### src/rtl/mux2_rr_arbiter.sv
// Round-robin arbiter that owns the select of a shared 2:1 mux; a grant lasts up to MAX_BURST beats.
// Latency: grant registered one edge after req; data/valid/last are combinational. A stalled out_ready holds the owner and its counter.
module mux2_rr_arbiter #(
  parameter int unsigned WIDTH     = 8,
  parameter int unsigned MAX_BURST = 4,
  parameter int unsigned CNT_W     = 3
) (
  input  logic             clk,
  input  logic             rst_n,
  input  logic             req0,
  input  logic             req1,
  input  logic [WIDTH-1:0] din0,
  input  logic [WIDTH-1:0] din1,
  input  logic             out_ready,
  output logic             gnt0,
  output logic             gnt1,
  output logic             sel,
  output logic             out_valid,
  output logic [WIDTH-1:0] out_data,
  output logic             out_last
);

  typedef enum logic [1:0] {IDLE = 2'd0, G0 = 2'd1, G1 = 2'd2} state_t;

  localparam logic [CNT_W-1:0] CNT_LAST = CNT_W'(MAX_BURST - 1);

  state_t           state_q, state_d;
  logic [CNT_W-1:0] cnt_q, cnt_d;
  logic             last_q, last_d;
  logic             sel_q, sel_d;

  logic xfer;
  logic burst_end;

  assign gnt0      = (state_q == G0);
  assign gnt1      = (state_q == G1);
  assign sel       = sel_q;
  assign out_valid = (gnt0 & req0) | (gnt1 & req1);
  assign out_data  = sel_q ? din1 : din0;
  assign out_last  = out_valid & (cnt_q == CNT_LAST);
  assign xfer      = out_valid & out_ready;
  assign burst_end = xfer & (cnt_q == CNT_LAST);

  always_comb begin
    state_d = state_q;
    cnt_d   = cnt_q;
    last_d  = last_q;
    case (state_q)
      IDLE: begin
        // On a tie the requester that did not win last time gets the channel.
        if (req0 && req1) state_d = last_q ? G0 : G1;
        else if (req0)    state_d = G0;
        else if (req1)    state_d = G1;
      end
      G0: begin
        if (burst_end || !req0) begin
          last_d = 1'b0;
          cnt_d  = '0;
          if (req1)      state_d = G1;
          else if (req0) state_d = G0;
          else           state_d = IDLE;
        end else if (xfer) begin
          cnt_d = cnt_q + CNT_W'(1);
        end
      end
      G1: begin
        if (burst_end || !req1) begin
          last_d = 1'b1;
          cnt_d  = '0;
          if (req0)      state_d = G0;
          else if (req1) state_d = G1;
          else           state_d = IDLE;
        end else if (xfer) begin
          cnt_d = cnt_q + CNT_W'(1);
        end
      end
      default: state_d = IDLE;
    endcase
  end

  // Select follows the next owner and keeps its last value while idle.
  always_comb begin
    sel_d = sel_q;
    if (state_d == G0)      sel_d = 1'b0;
    else if (state_d == G1) sel_d = 1'b1;
  end

  always_ff @(posedge clk) begin
    if (!rst_n) begin
      state_q <= IDLE;
      cnt_q   <= '0;
      last_q  <= 1'b1;
      sel_q   <= 1'b0;
    end else begin
      state_q <= state_d;
      cnt_q   <= cnt_d;
      last_q  <= last_d;
      sel_q   <= sel_d;
    end
  end

endmodule

### config.mk
export PLATFORM = sky130hd
export DESIGN_NAME = mux2_rr_arbiter
export DESIGN_NICKNAME = d
export VERILOG_FILES = /design/src/rtl/mux2_rr_arbiter.sv
export SDC_FILE = /design/constraint.sdc
export NUM_CORES = 1
export LEC_CHECK = 0
export ABC_AREA = 1
export CORE_MARGIN = 2
export CORE_UTILIZATION = 34
export CTS_CLUSTER_DIAMETER = 100
export CTS_CLUSTER_SIZE = 20
export DETAILED_ROUTE_END_ITERATION = 6
export HOLD_SLACK_MARGIN = 0.06
export PLACE_DENSITY = 0.7
export REMOVE_ABC_BUFFERS = 1
export SETUP_SLACK_MARGIN = 0.3
export SLEW_MARGIN = 40
export SYNTH_ARGS = -nofsm -noshare
export SYNTH_HDL_FRONTEND = slang
export SYNTH_SLANG_ARGS = --single-unit
### constraint.sdc
create_clock -name clk -period 1.4 [get_ports clk]
set_input_delay 0.21 -clock clk [delete_from_list [all_inputs] [get_ports clk]]
set_output_delay 0.21 -clock clk [all_outputs]
set_load 0.01 [all_outputs]
### After elaboration in Yosys (flattened, before gate mapping)

Index checks and enable logic that the tools add are counted.

| storage, ports and cells | value |
|---|---|
| latch bits | 0 |
| memory bits (writable) | 0 |
| output and inout bits | 13 |
| input port bits | 21 |
| logic and storage cells | 47 |
| memories | 0 |
| ROM bits | 0 |
| flip-flop bits (word level) | 7 |

| operators by class | value |
|---|---|
| reduce and logical (&&, ||, !) cells | 9 |
| $add $sub $neg | 1 |
| muxes and demuxes | 19 |
| equal/unequal tests | 7 |
| $mul | 0 |
| $lt $le $gt $ge | 0 |
| divide/modulo/power cells | 0 |
| bitwise gates (word level) | 7 |
| shift operators | 0 |

Operator list:

| kind | count |
|---|---|
| 2-bit 2-to-1 mux | 9 |
| 3-bit 2-to-1 mux | 3 |
| 8-bit 2-to-1 mux | 1 |
| 2-bit case mux with 3 select lines | 1 |
| 3-bit case mux with 2 select lines | 1 |
| 1-bit AND | 5 |
| 2-bit by 1-bit == test with 1-bit output, second input constant | 2 |
| 2-bit == test, second input constant | 2 |
| 2-bit by 1-bit inequality test with 1-bit output, second input constant | 2 |
| 3-bit by 1-bit adder with 3-bit output, second input constant | 1 |
| 3-bit by 2-bit == test with 1-bit output, second input constant | 1 |
| 1-bit 2-to-1 mux | 3 |
| 3-bit AND reduction | 1 |
| 1-bit logical NOT | 2 |
| 2-bit logical NOT | 1 |
| 1-bit logical OR | 2 |
| 1-bit case mux with 2 select lines | 1 |
| 2-bit nonzero test | 1 |
| 2-bit OR reduction | 1 |
| 1-bit logical AND | 1 |
| 1-bit inverter | 1 |
| 1-bit OR | 1 |

### Depth between registers and ports, before layout

Gate-level depths: netlist of run 1.

| depth | value |
|---|---|
| depth in word-level cells | 10 |
| mapped depth | 14 |
| gate-level depth less buffers | 14 |

### Least setup slack after synthesis of run 1

No wires, ideal clock.

| timing path | value |
|---|---|
| path kind | register -> register |
| start point | reg state_q[0] |
| end point | reg sel_q (netlist: sel) |
| cell stages (with the launch flop) | 14 |
| clock period less this slack | 1.622 ns |
| arrival | 1.513 ns |
| setup time | 0.109 ns |
| buffers on the path | 0 |
| path slack | -0.222 ns |
| required time | 1.291 ns |
| path through | dfxtp_1 -> inv_1 -> ha_1 -> nand2_2 -> nand2_4 -> nand3_4 -> nand2_1 -> nand2_1 -> nand3_1 -> nand3_2 -> nor2_1 -> nor2_1 -> nand2_1 -> inv_1 |

| on the way | value |
|---|---|
| word-level cells in the longest chain between the ends | 10 |
| elaborated cells between the ends (all ways) | 19 |
| classes of those cells | eq/ne: 4; mux: 6; bitwise: 5; reduce/logical: 4 |

RTL lines:

| element | RTL line | text |
|---|---|---|
| from (decl) | 27 | `state_t state_q, state_d;` |
| from (signal assigned) | 95 | `state_q <= state_d;` |
| 2-bit == test * | 36 | `assign gnt1 = (state_q == G1);` |
| via gnt1 | 16 | `output logic gnt1,` |
| 1-bit AND * | 38 | `assign out_valid = (gnt0 & req0) \| (gnt1 & req1);` |
| 1-bit OR * | 38 |  |
| via out_valid | 18 | `output logic out_valid,` |
| 1-bit AND * | 41 | `assign xfer = out_valid & out_ready;` |
| 1-bit AND * | 42 | `assign burst_end = xfer & (cnt_q == CNT_LAST);` |
| 1-bit logical OR, on equally long branches | 67, 56 |  |
| 2-bit 2-to-1 mux, on equally long branches | 67, 56 |  |
| 2-bit case mux with 3 select lines * | 48 | `case (state_q)` |
| 2-bit by 1-bit == test with 1-bit output | 84 | `if (state_d == G0) sel_d = 1'b0;` |
| 2-bit OR reduction (no line) | - |  |
| to (signal assigned) | 98 | `sel_q <= sel_d;` |
| to (decl) | 30 | `logic sel_q, sel_d;` |

The timed path passes the listed nets; every way through them passes the cells marked *.
A chain may end at the register's enable or synchronous reset.

### Worst setup path after layout of run 1

| timing path | value |
|---|---|
| start point | reg state_q[0] |
| end point | reg cnt_q[2] |

| on the way | value |
|---|---|
| word-level cells in the longest chain between the ends | 8 |
| elaborated cells between the ends (all ways) | 14 |
| classes of those cells | eq/ne: 2; mux: 4; bitwise: 5; reduce/logical: 3 |

RTL lines:

| element | RTL line | text |
|---|---|---|
| 2-bit by 1-bit == test with 1-bit output / 2-bit == test (equally long branches) | 35, 48, 36 |  |
| 1-bit AND | 38 |  |
| 1-bit OR | 38 |  |
| 1-bit AND | 41 |  |
| 1-bit AND | 42 |  |
| 1-bit logical OR, on equally long branches | 67, 56 |  |
| 3-bit 2-to-1 mux, on equally long branches | 67, 56 |  |
| 3-bit case mux with 2 select lines | 48 |  |
| to (signal assigned) | 96 | `cnt_q <= cnt_d;` |
| to (decl) | 28 | `logic [CNT_W-1:0] cnt_q, cnt_d;` |

Several ways; a longest one is shown, not always the timed one.

==> metrics list, run 1 <==
* Syn-to-layout area delta: 97.49%
- Cell variety after synth: 20
* Share of the synthesized area in compound gates (AO/OA/AOI/OAI): 5.222%
- After synthesis, the largest family of logic cells by area is simple AND/OR/NAND/NOR gates.
* Site row count: 15
* Unrepaired setup endpoints after global routing: yes
* Wirelength, routed: 2056 um
- Final setup fails: 9
- Worst setup path category: reg2reg
- After detailed routing, the number of remaining DRC violations is 0.
- The first global-routing pass estimated 3077 um of wire.
* Initial Util: between 30% and 40%
- Across all register-to-register paths, the minimum setup slack is -170 ps.
- Sort of element at the start of the critical path: register
- Clock tree from TritonCTS: done
* Post-route clock skew: 3.459 ps
- The clock passes through at most 2 buffers.
- Power density normalized to cell area: 1138 nW/um2
- STA puts the critical path data arrival time at around 1700 ps.
- Setup slack on the critical path of the routed design comes to -168.6 ps.
- Instance count along the most critical hold path: 2
* Mean post-synth cell area: approximately 6 um2
- The detailed router put a total of 920 um of wire on met1.
- Number of antenna violations at the first check in global routing: 0
* Sequential share of the synthesized area: 21.66%
- Crit end category: register
* Worst-Skew Late Latency: 250 ps
- Post-Place Cell Area: between 1000 and 1500 um2
* Final Net Count: 186
- Post-route insts no fill: 183
* Worst R2R Path Depth: 9
- Leading area contributor after synthesis: nand2_1
- Slew at the pin closest to its max-slew limit: 260.2 ps
- Via count of the first global-routing pass: 720
* Detail-routed via count per cell: 4.328
- The die covers 2268 um2.
* Met2 wirelength from detailed routing: 1118 um
* Top area cells in the synthesized netlist: nand2_1, dfxtp_1, ha_1
- Adder-cell area share of the yosys netlist: between 10% and 20%
- The detailed router placed 792 vias in this run.
* Num ports: 34
- CTS built an H-tree with a depth of 1.
- Detailed placement finished with a half-perimeter wire length of 1520 um.
- After Yosys synthesis, XOR and XNOR cells account for 1.354% of the synthesized area.
* Vertical die dimension: 47.62 um
- Post-synthesis register bit count: 7
- Post-placement worst setup slack: -364.4 ps
- Time the final worst path needs with I/O delays and setup: 1569 ps
* Cell chosen for the clock root: clkbuf_4
* Failing checks: negative setup slack
* Clk sinks: 7
- GR Util All Layers: 19.20%
* Post-CTS Hold Buffers: 0
* Setup TNS: -931.8 ps
- ANT cells: 0
* Placed cell count: 175
- Number of pins exceeding their max-slew limit in the final report: 0
- Final Cycle Share: 112.0%
- The library cell used most frequently in the layout, excluding fill and tap cells, is nand2_1.
- Worst ir drop on vdd: slightly above 800 uV
- First-pass iteration count of the detailed router: 4
* Fraction of the mapped netlist area in simple logic gates: 50.87%
- Most frequent cells in the layout: nand2_1, clkdlybuf4s50_1, buf_4
* Critical path required time: 1570 ps
- After global routing the overflow that remains totals 0.
* Status: complete, but fails checks
* Width of the die: 47.62 um
- Signal routing reaches up to met4.
- Of the post-synthesis cell area, the dominant cell type holds 24.95%.
- Inserted Clock Buffers: 3
* Count of buffers inserted at the top-level ports: 33
- Of the cells placed in the final design, the portion with a size suffix greater than 1 is 34.81%.
- Critical Path Fanout Max: 7
- In the final routed layout, each cell accounts on average for ~11 um.
- The Yosys step of the flow raised 0 warnings.
- Amount of wire on met3 after detailed routing: 13 um
- Total power for the finished layout comes to 1.454 mW.
- Maximum number of pins on one net before global-route repair: 10
- Detailed router's first-iteration violation count: 10
- Static timing analysis puts the maximum clock frequency at 637.5 MHz.
- Cell count after synthesis: around 110
* Worst hold slack across all endpoints: 480.6 ps
- Antenna violation net count after detailed routing: 0
- Post-Synthesis Cell Area: between 600 and 700 um2
- Multiplexer cells account for 0% of the synthesized area.
- The tool flagged a number of max-cap violations equal to 0.
- Area of the core: ~1800 um2
- The number of hold violations in the final report was 0.
- Leakage power total: roughly 0.65 nW
- Routability Congestion: 0.8769
- Post-route core utilization: 72.41%
- The min-delay analysis places its worst path in the category reg2reg.
* Clock-pin slew on the worst setup and hold paths: about 50 ps
- The worst pin sits at a relative slew slack of 82.58%.
* Final design area excluding fillers: 1277 um2
-- cells by family after synthesis --
logic type                 count (synthesis)
buffers and inverters                     15
and+or+nand+nor                           72
adders and majority gates                  6
xor gates and xnor gates                   1
AOI/OAI and AO/OA                          5
DFF                                        7
-- power by group --
group | internal, mW | leakage [nW] | switching [mW]
Clock | 0.108 | 0.0150 | 0.0695
Sequential | 0.248 | 0.0585 | 0.0499
Combinational | 0.494 | 0.578 | 0.483
Total | 0.851 | 0.651 | 0.603
-- path summary, 6_finish.rpt --
| check | start | endpoint |
|---|---|---|
| worst max-delay path | state_q[0] | cnt_q[2] |
| worst min-delay path | last_q | last_q |
| worst max register to register | state_q[0] | cnt_q[2] |
| worst min register to register | last_q | last_q |
-- synth_stat cells --
library cell / number
clkbuf_1: 1
nand2_1: 43
clkinv_1: 1
nand3_4: 1
xor2_1: 1
ha_1: 6
o21ai_0: 1
o211ai_1: 2
a211oi_1: 1
a31oi_1: 1
dfxtp_1: 7
nor3_1: 1
inv_1: 12
nand3_1: 10
nor2_1: 10
buf_4: 1
nand2_2: 3
or2_2: 1
nand3_2: 1
nand2_4: 2
-- sequential cells by signal, summed over array words and instances, names as in the netlist --
name,count
last_q,1
cnt_q,3
state_q,2
sel,1
-- layer usage --
layer	global-route usage (%)	vias to the layer above
met3	2.264	2
li1	-	435
met2	32.16	2
met5	0	-
met1	26.24	353
met4	4.865	0
-- worst max-delay path: stages, from the launching register on --
cell and delay (ps):
dfxtp_4 390, inv_4 50, ha_4 160, nand2_4 80
nand2_4 70, nand3_4 110, nand2_2 70, o211ai_1 230
nand2_1 170, a211oi_2 160
-- final cells by class --
class | count | area [um2]
fillers | 168 | 486.7
multi-input cells | 84 | 551.8
well taps | 25 | 31.28
clock buffers | 4 | 26.28
repair buffers | 50 | 464.2
flip-flops and latches | 7 | 147.6
inverters | 13 | 56.30
-- what timing repair did --
item                       CTS  global route
resized for setup           55            11
setup endpoints to repair   20            20
setup buffers                2             2
pin swaps                   15             8
gates cloned                 0             0
Power figures use the tool's default switching activity.
==> run 2: changes to the inputs <==
- CORE_UTILIZATION: 34 -> 35
- PLACE_DENSITY: 0.7 -> 0.69
- clock period: 1.4 -> 1.7 ns (I/O delays scaled with it)
==> run 2 against run 1 <==
Compared with the run above: the run now ends clean; register-to-register slack gained 250 ps; highest routed layer unchanged; critical path type unchanged; first-iteration DRC count is 30% higher; sequential share of layout area down 0.43 points; via count is 14% higher; sequential power shrank 18%; total power shrank 14%; critical path depth up 3; clock-buffer cell count did not move; clock power is 17% lower; routed wire length increased by 23%; largest cell class unchanged; sequential cell count is the same.
==> metrics list, run 2 (synthesis results as in run 1) <==
- The remaining global-route overflow is 0 (unchanged).
- The effective utilization at floorplan was 37.46% (+0.80 points).
- The vertical die dimension came to 46.99 um (-1.3%).
- The number of buffers inserted during clock tree synthesis came to 3 (unchanged).
- Area of the core: 1727 um2 (-2.1%)
- The DRC violation count after routing was 0 (unchanged).
- Count of buffers inserted at the top-level ports: 33 (unchanged)
- TritonCTS built the clock tree.
* Count of final hold-check violations: 0 (unchanged)
- The number of antenna-violating nets in the routed design was 0 (unchanged).
* End of the worst register-to-register path: sel
- The critical path arrival came to 1770 ps (+30 ps).
- Largest regs: cnt_q (3), state_q (2)
* Worst reg2reg setup slack: 80 ps (+250 ps)
- The flow ran to the end, and the final reports show no timing, DRC or antenna violations.
- The number of global-route vias before repair was 802 (+11%).
- Delay of the slowest cell on the worst path: 340 ps (-50 ps)
- Cell chosen for the clock root: clkbuf_4
* Critical path required time: 1850 ps (+280 ps)
* Final Cycle Share: 95.22% (-17 points)
* Worst setup path category: reg2reg
- In this run the worst setup path begins at state_q[1].
* Site row count: 15 (unchanged)
- Worst-Skew Late Latency: 250 ps (about the same)
- Final setup fails: 0 (-9)
* Time the final worst path needs with I/O delays and setup: 1619 ps (+50.08 ps)
- Most frequent cell on the critical path: nand2_2
* Worst R2R Path Depth: 12 (+3)
* GR Util All Layers: 22.51% (+3.3 points)
- Comb power frac: 68.8% (+1.6 points)
- The number of clock sinks seen by CTS came to 7 (unchanged).
- Traced cell by cell, the critical path runs through inv_2, ha_4, nand2_2, buf_4, a31oi_1, nand2_2, nand3_2, nand2_2, nor2_2, nor2_1, nand2_1, inv_1.
- Critical Path Fanout Max: 3 (-4)
- The wire length of the first global-routing pass came to 3498 um (+14%).
* Maximum number of pins on one net before global-route repair: 10 (unchanged)
- Class of the tightest hold or removal check: reg2reg
- The total I/O pin count was 34 (unchanged).
- Critical path capture point: sel
* Largest reg by FF count: cnt_q
- Syn-to-layout area delta: 103.3%
- The wire length per cell after detailed routing was 13.47 um (+20%).
* Wirelength, routed: 2532 um (+23%)
* Routability Congestion: 0.8500 (-3.1%)
- Via Count: 902 (+14%)
* First-pass iteration count of the detailed router: 4 (unchanged)
* Width of the die: 46.99 um (-1.3%)
- The detailed-placement wirelength estimate is 1513 um (-0.50%).
- Switching power summed over all nets: 0.5294 mW (-12%)
- The tightest slew margin relative to the limit is 76.40% (-6.2 points).
- Leading cell type in the layout, fill and taps excluded: nand2_1
- Final design area excluding fillers: 1315 um2 (+2.9%)
- The proportion of power drawn by flip-flops and latches came to 19.4% (-1.1 points).
- Fraction of final layout cells sized beyond drive strength 1: 39.88% (+5.1 points)
- The total power was 1.254 mW (-14%).
- Post-Place Cell Area: 1080 um2 (-1.4%)
* FF-to-FF Start: state_q[1]
- Post-route clock skew: 7.178 ps (+3.720 ps)
* Clock buffer depth: 2 (unchanged)
- The final layout net count was 191 (+2.7%).
- Detail-routed via count per cell: 4.798 (+11%)
- Die area: 2208 um2 (-2.6%)
- The slew at the pin closest to its max-slew limit is 352.5 ps (+92.31 ps).
* Internal power of the cells: 0.7245 mW (-15%)
- The antenna diode count is 0 (unchanged).
- Power density normalized to cell area: 953.5 nW/um2 (-16%)
* Detailed router's first-iteration violation count: 13 (+3)
* Clock network fraction of total power: 11.7% (-0.5 points)
- Sort of element at the start of the critical path: register
- The flip-flop count of the largest register, all copies and words added was 3 (unchanged).
* Unrepaired setup endpoints after global routing: yes
- The worst setup path is captured at a register.
- Setup TNS: 0 ps (+931.8 ps)
* Number of pins exceeding their max-slew limit in the final report: 0 (unchanged)
- H-tree level count: 1 (unchanged)
- Upper clock frequency limit: 617.8 MHz (-3.1%)
- Number of antenna violations at the first check in global routing: 0 (unchanged)
- The switching share of power was 42.22% (+0.75 points).
* Clock-pin slew on the worst setup and hold paths: 50 ps (about the same)
- The number of fill cells came to 135 (-20%).
- On the critical path, the stage with the largest delay is an instance of dfxtp_2.
- The reported leakage power was 0.6674 nW (+2.5%).
- Max-capacitance violation count: 0 (unchanged)
- Most frequent cells in the layout: nand2_1, clkdlybuf4s50_1, buf_4
- Worst ir drop on vdd: 681.0 uV (-18%)
-- run 2: cell count changes in the layout (fill, tap and decap cells not counted), sizes merged --
cell           before  now
clkdlybuf4s15       1    5
clkbuf              4    7
clkinv              0    1
dlygate4sd2         9    1
inv                13   12
buf                20   26
-- run 2: metrics by stage --
step	std cells	hold slack (ps)	worst slack [ps]	utilization, %
after floorplan	104	339.1	77.92	-
after detailed placement	173	451.1	-144.8	62.54
final	188	485.7	81.28	76.16
after CTS	184	466.7	79.87	70.58
after global placement	173	453.7	-120.3	62.54
after global routing	188	495.8	7.049	76.16
-- run 2: layer usage --
metal / global-route usage [%] / wire (um) / share of wire [%]
met4: 6.111 / 51 / 2.0
met1: 25.58 / 1000 / 39
met5: 0 / 0 / 0
met2: 43.56 / 1410 / 56
met3: 2.692 / 70 / 2.8
-- run 2: power by group through the flow --
stage	Clock (mW)	Sequential [mW]	Combinational, mW
4_1_cts	0.154	0.239	0.728
3_5_place_dp	0	0.225	0.685
2_1_floorplan	0	0.234	0.326
3_3_place_gp	0	0.224	0.676
6_report	0.147	0.244	0.863
5_1_grt	0.161	0.244	0.934
-- run 2: worst min path at each step --
stage | from | end | slack, ps | depth (start not counted)
final | last_q | last_q | 490 | 2
after global routing | last_q | last_q | 500 | 2
after CTS | last_q | last_q | 470 | 2
after detailed placement | last_q | last_q | 450 | 2
after global placement | last_q | last_q | 450 | 2
after floorplan | rst_n | last_q | 340 | 1
-- run 2: critical path, delay by kind of cell, from the launching register on --
kind,cells,cell delay (ps)
AOI/OAI and AO/OA,1,230
adders and majority gates,1,140
DFF,1,340
buffers and inverters,3,260
and+or+nand+nor,7,540
-- run 2: final cells by class --
cell class	instances	area (um2)	share of cell area, %
Multi-Input combinational cell	84	559.3	42.53
Timing Repair Buffer	55	498.0	37.87
Sequential cell	7	146.4	11.13
Inverter	13	53.80	4.091
Tap cell	25	31.28	2.379
Clock buffer	4	26.28	1.998
-- run 2: timing repair --
| item | in CTS | in global routing |
|---|---|---|
| pin swaps | 16 | 14 |
| setup buffers | 7 | 4 |
| endpoints found under the setup margin | 19 | 19 |
| resized for setup | 47 | 32 |
| hold buffers | 0 | 0 |
==> run 3: changes to the inputs <==
- SETUP_SLACK_MARGIN: 0.3 -> not set
- SLEW_MARGIN: 40 -> not set
==> run 3 against run 2 <==
Compared with the run above: final cell count decreased by 5.3%; first-iteration DRC count increased by 23%; die area unchanged; critical path depth unchanged; sequential share of layout area increased by 1.3 points; highest routed layer unchanged.
==> metrics list, run 3 (synthesis results as in run 1) <==
* Status: completed
* Sum of net half-perimeters after detailed placement: 1513 um (unchanged)
* Origin of the worst setup path: state_q[0]
* Placed cell count: 173 (unchanged)
- The library cell used most frequently in the layout, excluding fill and tap cells, is nand2_1.
- Vertical die dimension: 46.99 um (unchanged)
- Worst EP arrival: 1790 ps (+20 ps)
- The delay of the slowest cell on the worst path came to 360 ps (+20 ps).
- Fillers: 171 (+27%)
- ANT cells: 0 (unchanged)
* Comb power frac: 64.4% (-4.4 points)
- The internal power was 0.6314 mW (-13%).
- The required time at the endpoint of the critical path is 1900 ps (+50 ps).
- Fraction of final layout cells sized beyond drive strength 1: 20.92% (-19 points)
- Area of the core: 1727 um2 (unchanged)
* Syn-to-layout area delta: 79.11%
- The slack of the critical path is 109.8 ps (+28.54 ps).
- Met3 GRT Util: 2.308% (-0.38 points)
- Class of the tightest hold or removal check: reg2reg
* Cell with the biggest individual delay on the critical path: dfxtp_4
- Walking the worst path, the cells encountered are inv_1, ha_2, nand2_4, buf_4, or2_2, nand2_1, nand2_1, nand3_2, nand3_1, nand2_1, nand2_1, inv_1.
- Among cell families on the critical path, the largest total delay comes from simple AND/OR/NAND/NOR gates.
* Most frequent cells in the layout: nand2_1, clkdlybuf4s50_1, inv_1, buf_4, nand3_1
- Count of buffers inserted at the top-level ports: 33 (unchanged)
* Count of final hold-check violations: 0 (unchanged)
- Time the final worst path needs with I/O delays and setup: 1590 ps (-28.54 ps)
- Largest regs: cnt_q (3), state_q (2)
* FF-to-FF Start: state_q[0]
- The tightest slew margin relative to the limit is 84.10% (+7.7 points).
- The reported leakage power was 0.6531 nW (-2.2%).
* Upper clock frequency limit: 628.9 MHz (+1.8%)
- The detailed-router iteration count before antenna repair is 4 (unchanged).
- The maximum root-to-sink buffer count came to 2 (unchanged).
- After global routing, the most crowded layer is met2.
- Final setup fails: 0 (unchanged)
- Worst setup path category: reg2reg
* Total buffers and inverters traversed by the critical path: 3 (unchanged)
- Via Count: 788 (-13%)
- The worst-case vdd ir drop is 650.4 uV (-4.5%).
- Sort of element at the start of the critical path: register
* Sequential group share of total power: 21.7% (+2.3 points)
- Most frequent cell on the critical path: nand2_1
* Detail-routed via count per cell: 4.427 (-7.7%)
- Final Cycle Share: 93.54% (-1.7 points)
- Maximum number of pins on one net before global-route repair: 10 (unchanged)
- Switching part of the total power: 40.17% (-2.1 points)
- The wire length of the first global-routing pass came to 2939 um (-16%).
- Post-route DRC: 0 (unchanged)
* Number of antenna violations at the first check in global routing: 0 (unchanged)
- Via count of the first global-routing pass: 697 (-13%)
- Clock-pin slew on the worst setup and hold paths: 50 ps (about the same)
* Largest reg by FF count: cnt_q
* Detailed router's first-iteration violation count: 16 (+3)
* Post-route insts no fill: 178 (-5.3%)
* Die area: 2208 um2 (unchanged)
- The setup TNS came to 0 ps (unchanged).
- The slew at the pin closest to its max-slew limit came to 237.5 ps (-115.1 ps).
- The total number of placement rows was 15 (unchanged).
- Initial Util: 37.46% (unchanged)
- Post-route clock skew: 6.537 ps (-0.6412 ps)
* Final Net Count: 181 (-5.2%)
- The number of antenna-violating nets in the routed design was 0 (unchanged).
- Power density normalized to cell area: 910.8 nW/um2 (-4.5%)
* Cell chosen for the clock root: clkbuf_4
- The floorplan die width is 46.99 um (unchanged).
- The weighted congestion reported at the end of routability-driven placement is 0.8500 (unchanged).
- Num ports: 34 (unchanged)
- TritonCTS built the clock tree.
* Switching power summed over all nets: 0.4238 mW (-20%)
- The post-detailed-routing wire length came to 1841 um (-27%).
- Global route overflow: 0 (unchanged)
- The global-route usage over all layers is 18.43% (-4.1 points).
* Met1 track demand over resource in global routing: 23.49% (-2.1 points)
* Critical Path Fanout Max: 4 (+1)
- The wire length per cell after detailed routing was 10.34 um (-23%).
- STA classifies the critical path endpoint as a register.
* Hold path startpoint: last_q
- The number of H-tree branching levels is 1 (unchanged).
- Worst-Skew Late Latency: 250 ps (about the same)
* Number of pins exceeding their max-slew limit in the final report: 0 (unchanged)
* Met2 capacity usage during global routing: 32.05% (-12 points)
- The hold slack was 463.5 ps (-22.13 ps).
- Post-placement worst setup slack: -144.8 ps (unchanged)
- Clock network fraction of total power: 13.9% (+2.2 points)
- Max reg flops: 3 (unchanged)
* Max-capacitance violation count: 0 (unchanged)
- Inserted Clock Buffers: 3 (unchanged)
- The hold buffer count at cts was 0 (unchanged).
- The number of clock sinks seen by CTS is 7 (unchanged).
==> run 3: cell count changes in the layout (fill, tap and decap cells not counted), sizes merged <==
cell and change:
dlygate4sd2 +3, clkbuf -2, clkdlybuf4s15 -5, clkdlybuf4s50 +1
dlymetal6s2s +7, buf -14
==> run 3: final cells by class <==
cell class | instances | area (um2) | share of cell area (%)
multi-input cells | 84 | 479.2 | 41.36
repair buffers | 45 | 427.9 | 36.93
flip-flops and latches | 7 | 143.9 | 12.42
inverters | 13 | 50.05 | 4.320
well taps | 25 | 31.28 | 2.700
clock buffers | 4 | 26.28 | 2.268
==> run 3: timing repair <==
action                     4_1_cts  5_1_grt
gates cloned                     0        0
pin swaps                        0        6
hold endpoints to repair         0        0
gates resized for setup          8       17
setup endpoints to repair       12       11
buffers inserted                 0        1
==> run 3: power by group through the flow <==
stage                     Sequential [mW]  Combinational [mW]  Clock, mW
after floorplan                     0.234               0.326          0
after global placement              0.224               0.676          0
after detailed placement            0.225               0.685          0
after CTS                           0.225               0.676      0.154
after global routing                0.233               0.754      0.161
final                               0.229               0.679      0.147
==> run 3: path summary, 6_finish.rpt <==
check | end | slack, ps | cells after the start
worst max-delay path | sel | 110 | 12
worst min-delay path | last_q | 460 | 2
worst max register to register | sel | 110 | 12
worst min register to register | last_q | 460 | 2
==> run 3: per-stage QoR <==
step,power (mW),area (um2),util (%)
floorplan,0.5604,635.6,-
global placement,0.8999,1080,62.54
detailed placement,0.9102,1080,62.54
CTS,1.055,1105,63.99
global route,1.147,1159,67.10
finish,1.055,1159,67.10
==> run 3: tightest hold or removal path, stage by stage (launching register included) <==
cell     delay [ps]
dfxtp_1         330
nand2_1          50
nand3_1          50
==> run 3: metal layers <==
layer | routed length [um] | vias to the layer above | share of wire, %
met5 | 0 | - | 0
met4 | 30 | 0 | 1.6
met3 | 30 | 4 | 1.6
met2 | 984 | 16 | 53
met1 | 796 | 340 | 43
li1 | - | 428 | -
==> variant (flow settings as in run 3) <==
The 3 states of `state_t` get a one-hot encoding in 3 bits.
--- a/src/rtl/mux2_rr_arbiter.sv
+++ b/src/rtl/mux2_rr_arbiter.sv
@@ -22,3 +22,3 @@
 
-  typedef enum logic [1:0] {IDLE = 2'd0, G0 = 2'd1, G1 = 2'd2} state_t;
+  typedef enum logic [2:0] {IDLE = 3'b001, G0 = 3'b010, G1 = 3'b100} state_t;
 
Behaviour: same outputs for any inputs over 10 cycles, from zero or initial values and one cycle with rst_n low; not proved beyond that.
==> variant against run 3 <==
Design area shrank 14%. Total power fell by 30%. Sequential cell count grew 1. Clock skew is 0.0022 ns lower. Critical path depth shrank 8. Area after synthesis is 12% lower. Critical path type is now reg2out. Worst setup slack lost 0.034 ns. Maximum frequency shrank 2.1%. Wire length fell by 24%.
==> variant: results <==
{
  "reg2reg_depth": 10,
  "grt_pass1_vias": 688,
  "crit_arrival_ns": 1.37,
  "clk_pin_slew_ns": 0.06,
  "place_congestion": 0.806,
  "clkPwrFrac": 0.201,
  "p_leak_nw": 0.510,
  "path_class": "reg2out",
  "finalPower_mw": 0.742,
  "drt_iter0_markers": 8,
  "relSlewSlack": 0.828,
  "gr-usage-all-layers": 0.174,
  "peakVddDrop_mv": 0.428,
  "drive_above_1_share": 0.236,
  "numCtsBuffers": 3,
  "post-place-ws_ns": -0.177,
  "hold_class": "reg2reg",
  "stdcell_count": 143,
  "grt_pass1_wl_um": 2500,
  "cts_setup_buffers": 0,
  "holdPathStages": 2,
  "clock_latency_ns": 0.26,
  "ys_seq_area_frac": 0.281,
  "clock-root-buffer": "clkbuf_4",
  "grtUsageMet1": 0.165,
  "netlist_top_cells_area": "dfxtp_1 (28%), nand2_1 (22%), nand3_2 (7.0%), inv_1 (4.6%), ha_1 (4.4%)",
  "crit_family": "buffers and inverters",
  "dr.pass1.iters": 3,
  "n_fill_cell": 147,
  "slowest_delay_ns": 0.54,
  "met3_usage": 0.0490,
  "wirelength_um": 1400,
  "path_max_fanout": 9,
  "route.met3.wl_um": 144,
  "seqPwrFrac": 0.323,
  "cts.htree.levels": 1,
  "cp_slowest_cell": "clkdlybuf4s50_1",
  "yosys-top-cells-count": "nand2_1 (33), dfxtp_1 (8), inv_1 (7)",
  "clock_skew_ns": 0.00438,
  "place_area_um2": 961,
  "synthDistinctLibCells": 23,
  "run_status": "complete, no violations",
  "switching_share": 0.354,
  "top_regs": "cnt_q (3), state_q (3)",
  "highest_layer": "met4",
  "hold_viol": 0,
  "grt_util_met2": 0.324,
  "final_nets": 152,
  "synth_warnings": 0,
  "grt_max_degree": 10,
  "viasPerCell": 4.71,
  "dr_wl_met2_um": 660,
  "port_buffers": 33,
  "final_core_util": 0.650,
  "antenna_found_initial": 0,
  "syn_area_per_cell_um2": 6.63,
  "wl_met1_um": 567,
  "post-dp-hpwl_um": 1180
}
[variant: cell count changes after synthesis, sizes merged, moves of 2 or more]
cell,before,now
nand2,48,38
nand3,12,7
a21oi,0,4
ha,6,2
inv,12,8
nor2,10,8
nor3,1,3
[variant: final cells by class]
cell class | count | area share
inverter | 9 | 0.0354
timing repair buffer | 39 | 0.378
clock buffer | 3 | 0.0227
multi-input combinational | 68 | 0.380
sequential | 8 | 0.164
tap | 16 | 0.0202
[variant: worst paths after layout]
check / start / end / slack (ns)
setup / recovery: sel$_SDFFE_PP0N_ / out_data[1] / 0.08
hold / removal: last_q$_SDFFE_PN1P_ / last_q$_SDFFE_PN1P_ / 0.49
setup reg to reg: state_q[1]$_SDFF_PN0_ / last_q$_SDFFE_PN1P_ / 0.33
hold reg to reg: last_q$_SDFFE_PN1P_ / last_q$_SDFFE_PN1P_ / 0.49
[variant: cell families after synthesis]
family	share of synthesized area
flops	0.281
fa+ha+maj	0.0439
xor+xnor	0.0154
buf+inv	0.0680
compound gates	0.0965
simple gates	0.496
